==> src/rtl/isa_pkg.sv <==
// rtl/isa_pkg.sv - shared instruction-word definitions for the fetch queue and relayer
// Purpose: instruction width, NOP encoding and register/immediate field positions
//          shared between the front-end queue and the dual-issue relayer.
// Ports:   none (package).
package isa_pkg;

   localparam int INSTR_W = 16;

   typedef logic [INSTR_W-1:0] instr_t;

   localparam instr_t NOP = 16'h0000;

   // Field positions decoded by the relayer for hazard detection.
   localparam int DEST_MSB     = 10;
   localparam int DEST_LSB     = 8;
   localparam int SRC1_MSB     = 7;
   localparam int SRC1_LSB     = 5;
   localparam int SRC2_MSB     = 4;
   localparam int SRC2_LSB     = 2;
   localparam int IMM_FLAG_BIT = 11;

   typedef logic [2:0] reg_idx_t;

   function automatic reg_idx_t dest_of(input instr_t i);
      return i[DEST_MSB:DEST_LSB];
   endfunction

   function automatic logic imm_of(input instr_t i);
      return i[IMM_FLAG_BIT];
   endfunction

endpackage

==> src/rtl/fetch_ring_buffer.sv <==
// rtl/fetch_ring_buffer.sv - DEPTH x 16 circular buffer, two writes and two reads per cycle
// Purpose: in-order instruction storage for the fetch queue.
// Ports:   clk, rst (sync active-high), flush (drop contents), wr_en/wr_data1/wr_data2
//          (append a pair), take (0..2 entries retired at head), head1/head2 (two oldest
//          entries, undefined when not counted), count (entries held, 0..DEPTH).
module fetch_ring_buffer
   import isa_pkg::*;
#(
   parameter  int DEPTH = 8,
   localparam int PW    = $clog2(DEPTH),
   localparam int CW    = PW + 1
) (
   input  logic          clk,
   input  logic          rst,
   input  logic          flush,
   input  logic          wr_en,
   input  instr_t        wr_data1,
   input  instr_t        wr_data2,
   input  logic [1:0]    take,
   output instr_t        head1,
   output instr_t        head2,
   output logic [CW-1:0] count
);

   instr_t        mem [DEPTH];
   logic [PW-1:0] rd_ptr;
   logic [PW-1:0] wr_ptr;

   // DEPTH is a power of two, so pointer arithmetic wraps for free.
   assign head1 = mem[rd_ptr];
   assign head2 = mem[rd_ptr + PW'(1)];

   always_ff @(posedge clk) begin
      if (rst || flush) begin
         rd_ptr <= '0;
         wr_ptr <= '0;
         count  <= '0;
      end else begin
         if (wr_en) begin
            mem[wr_ptr]          <= wr_data1;
            mem[wr_ptr + PW'(1)] <= wr_data2;
            wr_ptr               <= wr_ptr + PW'(2);
         end
         rd_ptr <= rd_ptr + PW'(take);
         count  <= count - CW'(take) + (wr_en ? CW'(2) : CW'(0));
      end
   end

endmodule

==> src/rtl/dual_fetch_queue.sv <==
// rtl/dual_fetch_queue.sv - front-end instruction queue presenting an issue pair
// Purpose: fetches two instruction words per request, buffers them in order and
//          presents the two oldest to the dual-issue relayer; redirects flush and restart.
// Ports:   clk, rst (sync active-high); imem_req/imem_addr out, imem_rdata1/2 in
//          (one-cycle latency); redirect_valid/redirect_pc in; instr1/2_out and
//          instr1/2_valid out (NOP when invalid); consume in (0..2 taken this cycle).
module dual_fetch_queue
   import isa_pkg::*;
#(
   parameter int          DEPTH    = 8,
   parameter logic [15:0] RESET_PC = 16'h0000
) (
   input  logic         clk,
   input  logic         rst,
   output logic         imem_req,
   output logic [15:0]  imem_addr,
   input  logic [15:0]  imem_rdata1,
   input  logic [15:0]  imem_rdata2,
   input  logic         redirect_valid,
   input  logic [15:0]  redirect_pc,
   output logic [15:0]  instr1_out,
   output logic [15:0]  instr2_out,
   output logic         instr1_valid,
   output logic         instr2_valid,
   input  logic [1:0]   consume
);

   localparam int CW = $clog2(DEPTH) + 1;
   localparam int SW = CW + 2;

   logic [15:0]   pc;
   logic          inflight;
   logic [CW-1:0] count;
   instr_t        head1;
   instr_t        head2;
   logic [1:0]    avail;
   logic [1:0]    take;
   logic [SW-1:0] need;
   logic [SW-1:0] limit;

   assign instr1_valid = (count != '0);
   assign instr2_valid = (count >= CW'(2));
   assign instr1_out   = instr1_valid ? head1 : NOP;
   assign instr2_out   = instr2_valid ? head2 : NOP;

   // Out-of-protocol consume values (3, or more than are valid) retire only what is there.
   assign avail = instr2_valid ? 2'd2 : (instr1_valid ? 2'd1 : 2'd0);
   assign take  = (consume > avail) ? avail : consume;

   // Reserve room for the pair already in flight plus the one being requested,
   // crediting entries retired this cycle; compared without subtraction to avoid underflow.
   assign need     = SW'(count) + (inflight ? SW'(2) : SW'(0)) + SW'(2);
   assign limit    = SW'(DEPTH) + SW'(take);
   assign imem_req = !rst && !redirect_valid && (need <= limit);
   assign imem_addr = pc;

   always_ff @(posedge clk) begin
      if (rst) begin
         pc       <= RESET_PC;
         inflight <= 1'b0;
      end else if (redirect_valid) begin
         pc       <= redirect_pc;
         inflight <= 1'b0;
      end else begin
         inflight <= imem_req;
         if (imem_req) begin
            pc <= pc + 16'd2;
         end
      end
   end

   fetch_ring_buffer #(
      .DEPTH (DEPTH)
   ) u_ring (
      .clk      (clk),
      .rst      (rst),
      .flush    (redirect_valid),
      .wr_en    (inflight),
      .wr_data1 (imem_rdata1),
      .wr_data2 (imem_rdata2),
      .take     (take),
      .head1    (head1),
      .head2    (head2),
      .count    (count)
   );

endmodule
==> config.mk <==
export PLATFORM = sky130hd
export DESIGN_NAME = dual_fetch_queue
export DESIGN_NICKNAME = d
export VERILOG_FILES = /design/src/rtl/isa_pkg.sv /design/src/rtl/fetch_ring_buffer.sv /design/src/rtl/dual_fetch_queue.sv
export SDC_FILE = /design/constraint.sdc
export NUM_CORES = 1
export LEC_CHECK = 0
export ABC_AREA = 1
export CAP_MARGIN = 15
export CORE_MARGIN = 4
export CORE_UTILIZATION = 30
export CTS_CLUSTER_DIAMETER = 200
export DETAILED_ROUTE_END_ITERATION = 10
export GPL_ROUTABILITY_DRIVEN = 0
export PLACE_DENSITY = 0.5
export SETUP_SLACK_MARGIN = 0.15
export SYNTH_ARGS = -nofsm -noshare
export SYNTH_HDL_FRONTEND = slang
export SYNTH_HIERARCHICAL = 1
export SYNTH_SLANG_ARGS = --single-unit
==> constraint.sdc <==
create_clock -name clk -period 4.3 [get_ports clk]
set_clock_uncertainty 0.2 [all_clocks]
set_input_delay 0.86 -clock clk [delete_from_list [all_inputs] [get_ports clk]]
set_output_delay 0.86 -clock clk [all_outputs]
set_load 0.01 [all_outputs]
==> run_summary.xml <==
<?xml version="1.0" encoding="UTF-8"?>
<metrics>
  <group name="run_status">
    <metric name="run_status" unit="">completed</metric>
  </group>
  <group name="die">
    <metric name="initial_core_util" unit="%">30.5</metric>
    <metric name="floorplan.core_area" unit="µm²">29600</metric>
    <metric name="placement_rows" unit="">63</metric>
    <metric name="die-height" unit="µm">181</metric>
    <metric name="floorplan.die_area" unit="µm²">32900</metric>
    <metric name="io-pin-count" unit="">104</metric>
    <metric name="die_x" unit="µm">181</metric>
  </group>
  <group name="global_route">
    <metric name="grt_first_pass_wirelength" unit="mm">37.9</metric>
    <metric name="number_of_antenna_violations_at_the_first_check_in_global_routing" unit="">0</metric>
    <metric name="grt_overflow_total" unit="">0</metric>
    <metric name="grt_usage" unit="%">14.4</metric>
    <metric name="via_count_of_the_first_global_routing_pass" unit="">7182</metric>
    <metric name="grt_max_degree" unit="">81</metric>
  </group>
  <group name="worst_hold_path">
    <metric name="hold_path_depth" unit="">2</metric>
    <metric name="hold_path_class" unit="">reg2reg</metric>
    <metric name="timing.hold.worst_endpoint" unit="">u_ring/wr_ptr[1]$_SDFFE_PP0P_</metric>
    <metric name="worstHoldStart" unit="">u_ring/wr_ptr[1]$_SDFFE_PP0P_</metric>
  </group>
  <group name="synth">
    <metric name="yosys.cell_types.count" unit="">31</metric>
    <metric name="synth_seq_area_share" unit="%">48.4</metric>
    <metric name="syn-num-nets" unit="">1286</metric>
    <metric name="postSynthAreaPerCell" unit="µm²">7.44</metric>
    <metric name="synth-warning-count" unit="">6</metric>
    <metric name="post_synth_instance_area" unit="µm²">9020</metric>
    <metric name="postSynthCellCount" unit="">1213</metric>
    <metric name="postSynthRegisterBits" unit="">154</metric>
  </group>
  <group name="finish">
    <metric name="highest_count_cells_in_the_layout_ignoring_fill_and_taps" unit="">502 x sky130_fd_sc_hd__nand2_1, 208 x sky130_fd_sc_hd__inv_1, 162 x sky130_fd_sc_hd__nand3_1, 128 x sky130_fd_sc_hd__edfxtp_1, 102 x sky130_fd_sc_hd__clkdlybuf4s50_1</metric>
    <metric name="final_util" unit="%">37.2</metric>
    <metric name="final_common_cell" unit="">sky130_fd_sc_hd__nand2_1</metric>
    <metric name="area_growth" unit="%">22.3</metric>
    <metric name="nNetsFinal" unit="">1378</metric>
    <metric name="n_antenna_cell" unit="">0</metric>
    <metric name="layout-drive-gt1-share" unit="%">6.53</metric>
  </group>
  <group name="pwr">
    <metric name="power.total" unit="mW">6.12</metric>
    <metric name="cell_internal_pwr" unit="mW">3.66</metric>
    <metric name="share_seq_of_total_power" unit="%">28.0</metric>
    <metric name="clock_power_share" unit="%">24.1</metric>
    <metric name="switchingPower" unit="mW">2.46</metric>
    <metric name="static-leakage-power" unit="nW">5.12</metric>
    <metric name="p_per_area" unit="nW/µm²">555</metric>
    <metric name="combinational_share_of_power" unit="%">47.9</metric>
    <metric name="peakVddDrop" unit="mV">0.302</metric>
    <metric name="netSwitchingFraction" unit="%">40.2</metric>
  </group>
  <group name="timing">
    <metric name="slew_at_the_pin_closest_to_its_max_slew_limit" unit="ns">0.877</metric>
    <metric name="hold_viol" unit="">0</metric>
    <metric name="setup_viol" unit="">0</metric>
    <metric name="max_freq" unit="GHz">0.255</metric>
    <metric name="fraction_of_the_cycle_the_final_worst_path_needs" unit="%">91.2</metric>
    <metric name="max-slew-margin-rel" unit="%">41.4</metric>
    <metric name="timing_max_transition_violations_final" unit="">0</metric>
    <metric name="finalWorstPathRequiredPeriod" unit="ns">3.92</metric>
    <metric name="rsz_0062_raised_after_global_routing" unit="">false</metric>
    <metric name="finalWorstSetupSlack" unit="ns">0.378</metric>
  </group>
  <group name="placed_design">
    <metric name="dpl.hpwl" unit="mm">15.2</metric>
    <metric name="place.port_buffers" unit="">103</metric>
    <metric name="dp_worst_setup_slack" unit="ns">-0.0189</metric>
  </group>
  <group name="setup_path">
    <metric name="reg2reg_slack" unit="ns">1.42</metric>
    <metric name="reg2reg_from" unit="">u_ring/count[2]$_SDFF_PP0_</metric>
    <metric name="timing.setup.critical_path_class" unit="">reg2out</metric>
    <metric name="crit_path_max_incr_delay" unit="ns">0.55</metric>
    <metric name="crit_path_top_delay_cell" unit="">sky130_fd_sc_hd__clkdlybuf4s50_1</metric>
    <metric name="rr_worst_depth" unit="">17</metric>
    <metric name="worst_ep_arrival_time" unit="ns">2.86</metric>
    <metric name="critical_path.cell_chain" unit="">buf_4 -&gt; inv_1 -&gt; buf_4 -&gt; nand3_1 -&gt; nand2_1 -&gt; nand2_1 -&gt; nand2_1 -&gt; inv_1 -&gt; nor2_1 -&gt; clkdlybuf4s50_1</metric>
    <metric name="cp_common_cell" unit="">sky130_fd_sc_hd__nand2_1</metric>
    <metric name="worst_r2r_endpoint" unit="">imem_addr[10]$_SDFFE_PP0P_</metric>
    <metric name="start_kind" unit="">flip-flop</metric>
    <metric name="timing.critical_path.fanout_max" unit="">21</metric>
    <metric name="critPathRequiredTime" unit="ns">3.24</metric>
    <metric name="end_kind" unit="">primary output</metric>
  </group>
  <group name="detailed_routing">
    <metric name="wirelength" unit="mm">23.6</metric>
    <metric name="wl_per_cell" unit="µm">13.8</metric>
    <metric name="drt_first_iter_violations" unit="">398</metric>
    <metric name="detailroute.via_count" unit="">7547</metric>
    <metric name="route.detailed.vias_per_inst" unit="">4.42</metric>
    <metric name="route.detailed.drc" unit="">0</metric>
    <metric name="final_antenna_net_count" unit="">0</metric>
    <metric name="drtPass1Iterations" unit="">5</metric>
  </group>
  <group name="clock_tree">
    <metric name="cts_hold_repair.buffers" unit="">0</metric>
    <metric name="cts_root_buf" unit="">sky130_fd_sc_hd__clkbuf_16</metric>
    <metric name="cts_inserted_buffers" unit="">17</metric>
    <metric name="tritoncts" unit="">done</metric>
    <metric name="htree_num_levels" unit="">4</metric>
    <metric name="path_clk_slew" unit="ns">0.06</metric>
    <metric name="clock_path_buffers" unit="">2</metric>
    <metric name="numClockSinks" unit="">154</metric>
    <metric name="worst_skew_pair.late_latency" unit="ns">0.42</metric>
  </group>
  <group name="run">
    <metric name="drv.max_cap_violation_count" unit="">0</metric>
  </group>
</metrics>
==> power groups by stage <==
stage	combinational (mW)	sequential, mW	clock, mW
2_1_floorplan	1.86	1.74	0
3_3_place_gp	2.94	1.75	0
3_5_place_dp	2.95	1.75	0
4_1_cts	2.96	1.72	1.52
5_1_grt	3.32	1.72	1.58
6_report	2.93	1.72	1.47
==> area by class of cell <==
type,instances,area (µm²)
clock buffer,17,425
inverter,214,805
fill,3168,18600
timing repair buffer,130,1250
multi-input combinational,788,3530
clock inverter,15,163
tap,390,488
sequential,154,4370
==> stage by stage <==
step                std cells  hold WS [ns]  area, µm²  TNS (ns)
floorplan                1213         0.257       9020         0
global placement         1675         0.296      10400   -0.0238
detailed placement       1675         0.303      10400   -0.0189
CTS                      1707         0.314      11000         0
global route             1708         0.354      11000         0
finish                   1708         0.311      11000         0
==> logic make-up (layout without fill, tap and decap cells) <==
family                     count (synthesis)  in the layout  synth area share [%]
and+or+nand+nor                          738            738                  33.6
xor gates and xnor gates                   2              2                 0.402
adders and majority gates                 20             20                  3.02
AOI/OAI and AO/OA                         28             28                  1.72
DFF                                      154            154                  48.4
buffers and inverters                    271            376                  12.9
==> Yosys cell counts <==
cell type / instances / area share (%)
sky130_fd_sc_hd__a211oi_1: 1 / 0.083
sky130_fd_sc_hd__a21oi_1: 16 / 0.89
sky130_fd_sc_hd__a21oi_2: 3 / 0.29
sky130_fd_sc_hd__buf_1: 1 / 0.042
sky130_fd_sc_hd__buf_2: 27 / 1.5
sky130_fd_sc_hd__buf_4: 5 / 0.42
sky130_fd_sc_hd__buf_6: 13 / 1.6
sky130_fd_sc_hd__clkbuf_1: 11 / 0.46
sky130_fd_sc_hd__clkinv_1: 1 / 0.042
sky130_fd_sc_hd__dfxtp_1: 26 / 5.8
sky130_fd_sc_hd__edfxtp_1: 128 / 43
sky130_fd_sc_hd__fa_1: 3 / 0.67
sky130_fd_sc_hd__ha_1: 17 / 2.4
sky130_fd_sc_hd__inv_1: 208 / 8.7
sky130_fd_sc_hd__inv_2: 5 / 0.21
sky130_fd_sc_hd__nand2_1: 502 / 21
sky130_fd_sc_hd__nand2_2: 2 / 0.14
sky130_fd_sc_hd__nand2_4: 1 / 0.12
sky130_fd_sc_hd__nand3_1: 162 / 9.0
sky130_fd_sc_hd__nand3b_1: 1 / 0.083
sky130_fd_sc_hd__nand4_1: 4 / 0.28
sky130_fd_sc_hd__nor2_1: 56 / 2.3
sky130_fd_sc_hd__nor2_2: 6 / 0.42
sky130_fd_sc_hd__nor2_4: 1 / 0.12
sky130_fd_sc_hd__o21ai_0: 6 / 0.33
sky130_fd_sc_hd__o21ai_1: 1 / 0.055
sky130_fd_sc_hd__o22ai_1: 1 / 0.069
sky130_fd_sc_hd__or2_1: 2 / 0.14
sky130_fd_sc_hd__or2_2: 1 / 0.069
sky130_fd_sc_hd__xnor2_1: 1 / 0.097
sky130_fd_sc_hd__xnor2_4: 1 / 0.31
==> worst max-delay path by stage <==
stage                                            from                    endpoint  slack, ns  cells after the start
after detailed placement                   consume[1]                    imem_req      -0.02                     13
after floorplan                        redirect_valid  u_ring/mem[0][0]$_DFFE_PP_       0.84                      4
final                     u_ring/rd_ptr[1]$_SDFF_PP0_               instr1_out[9]       0.38                     10
after CTS                                  consume[1]                    imem_req       0.25                     13
after global placement                     consume[0]                    imem_req      -0.02                     15
after global routing      u_ring/rd_ptr[1]$_SDFF_PP0_               instr1_out[1]       0.19                     10
==> flip-flops by register name, indices dropped and copies added (netlist names) <==
register and count:
imem_addr 16, u_ring/count 4, u_ring/mem 128, inflight 1, u_ring/rd_ptr 3, u_ring/wr_ptr 2
==> critical path, delay by kind of cell (launching register included) <==
family,cells,cell delay (ns)
buf+inv,5,1.69
simple gates,5,0.41
flops,1,0.33
==> layer usage <==
metal | track usage, % | routed length (µm) | up-vias
met3 | 2.54 | 949 | 18
met1 | 19.0 | 11000 | 3456
met4 | 3.51 | 209 | 0
met2 | 24.5 | 11500 | 151
li1 | - | - | 3922
met5 | 0 | 0 | -
==> repair_timing <==
action / 4_1_cts / 5_1_grt
gates resized for setup: 1 / 4
cloned: 0 / 0
buffers inserted: 0 / 1
pin swaps: 0 / 2
setup endpoints to repair: 1 / 1
(Power assumes the default switching activity.)
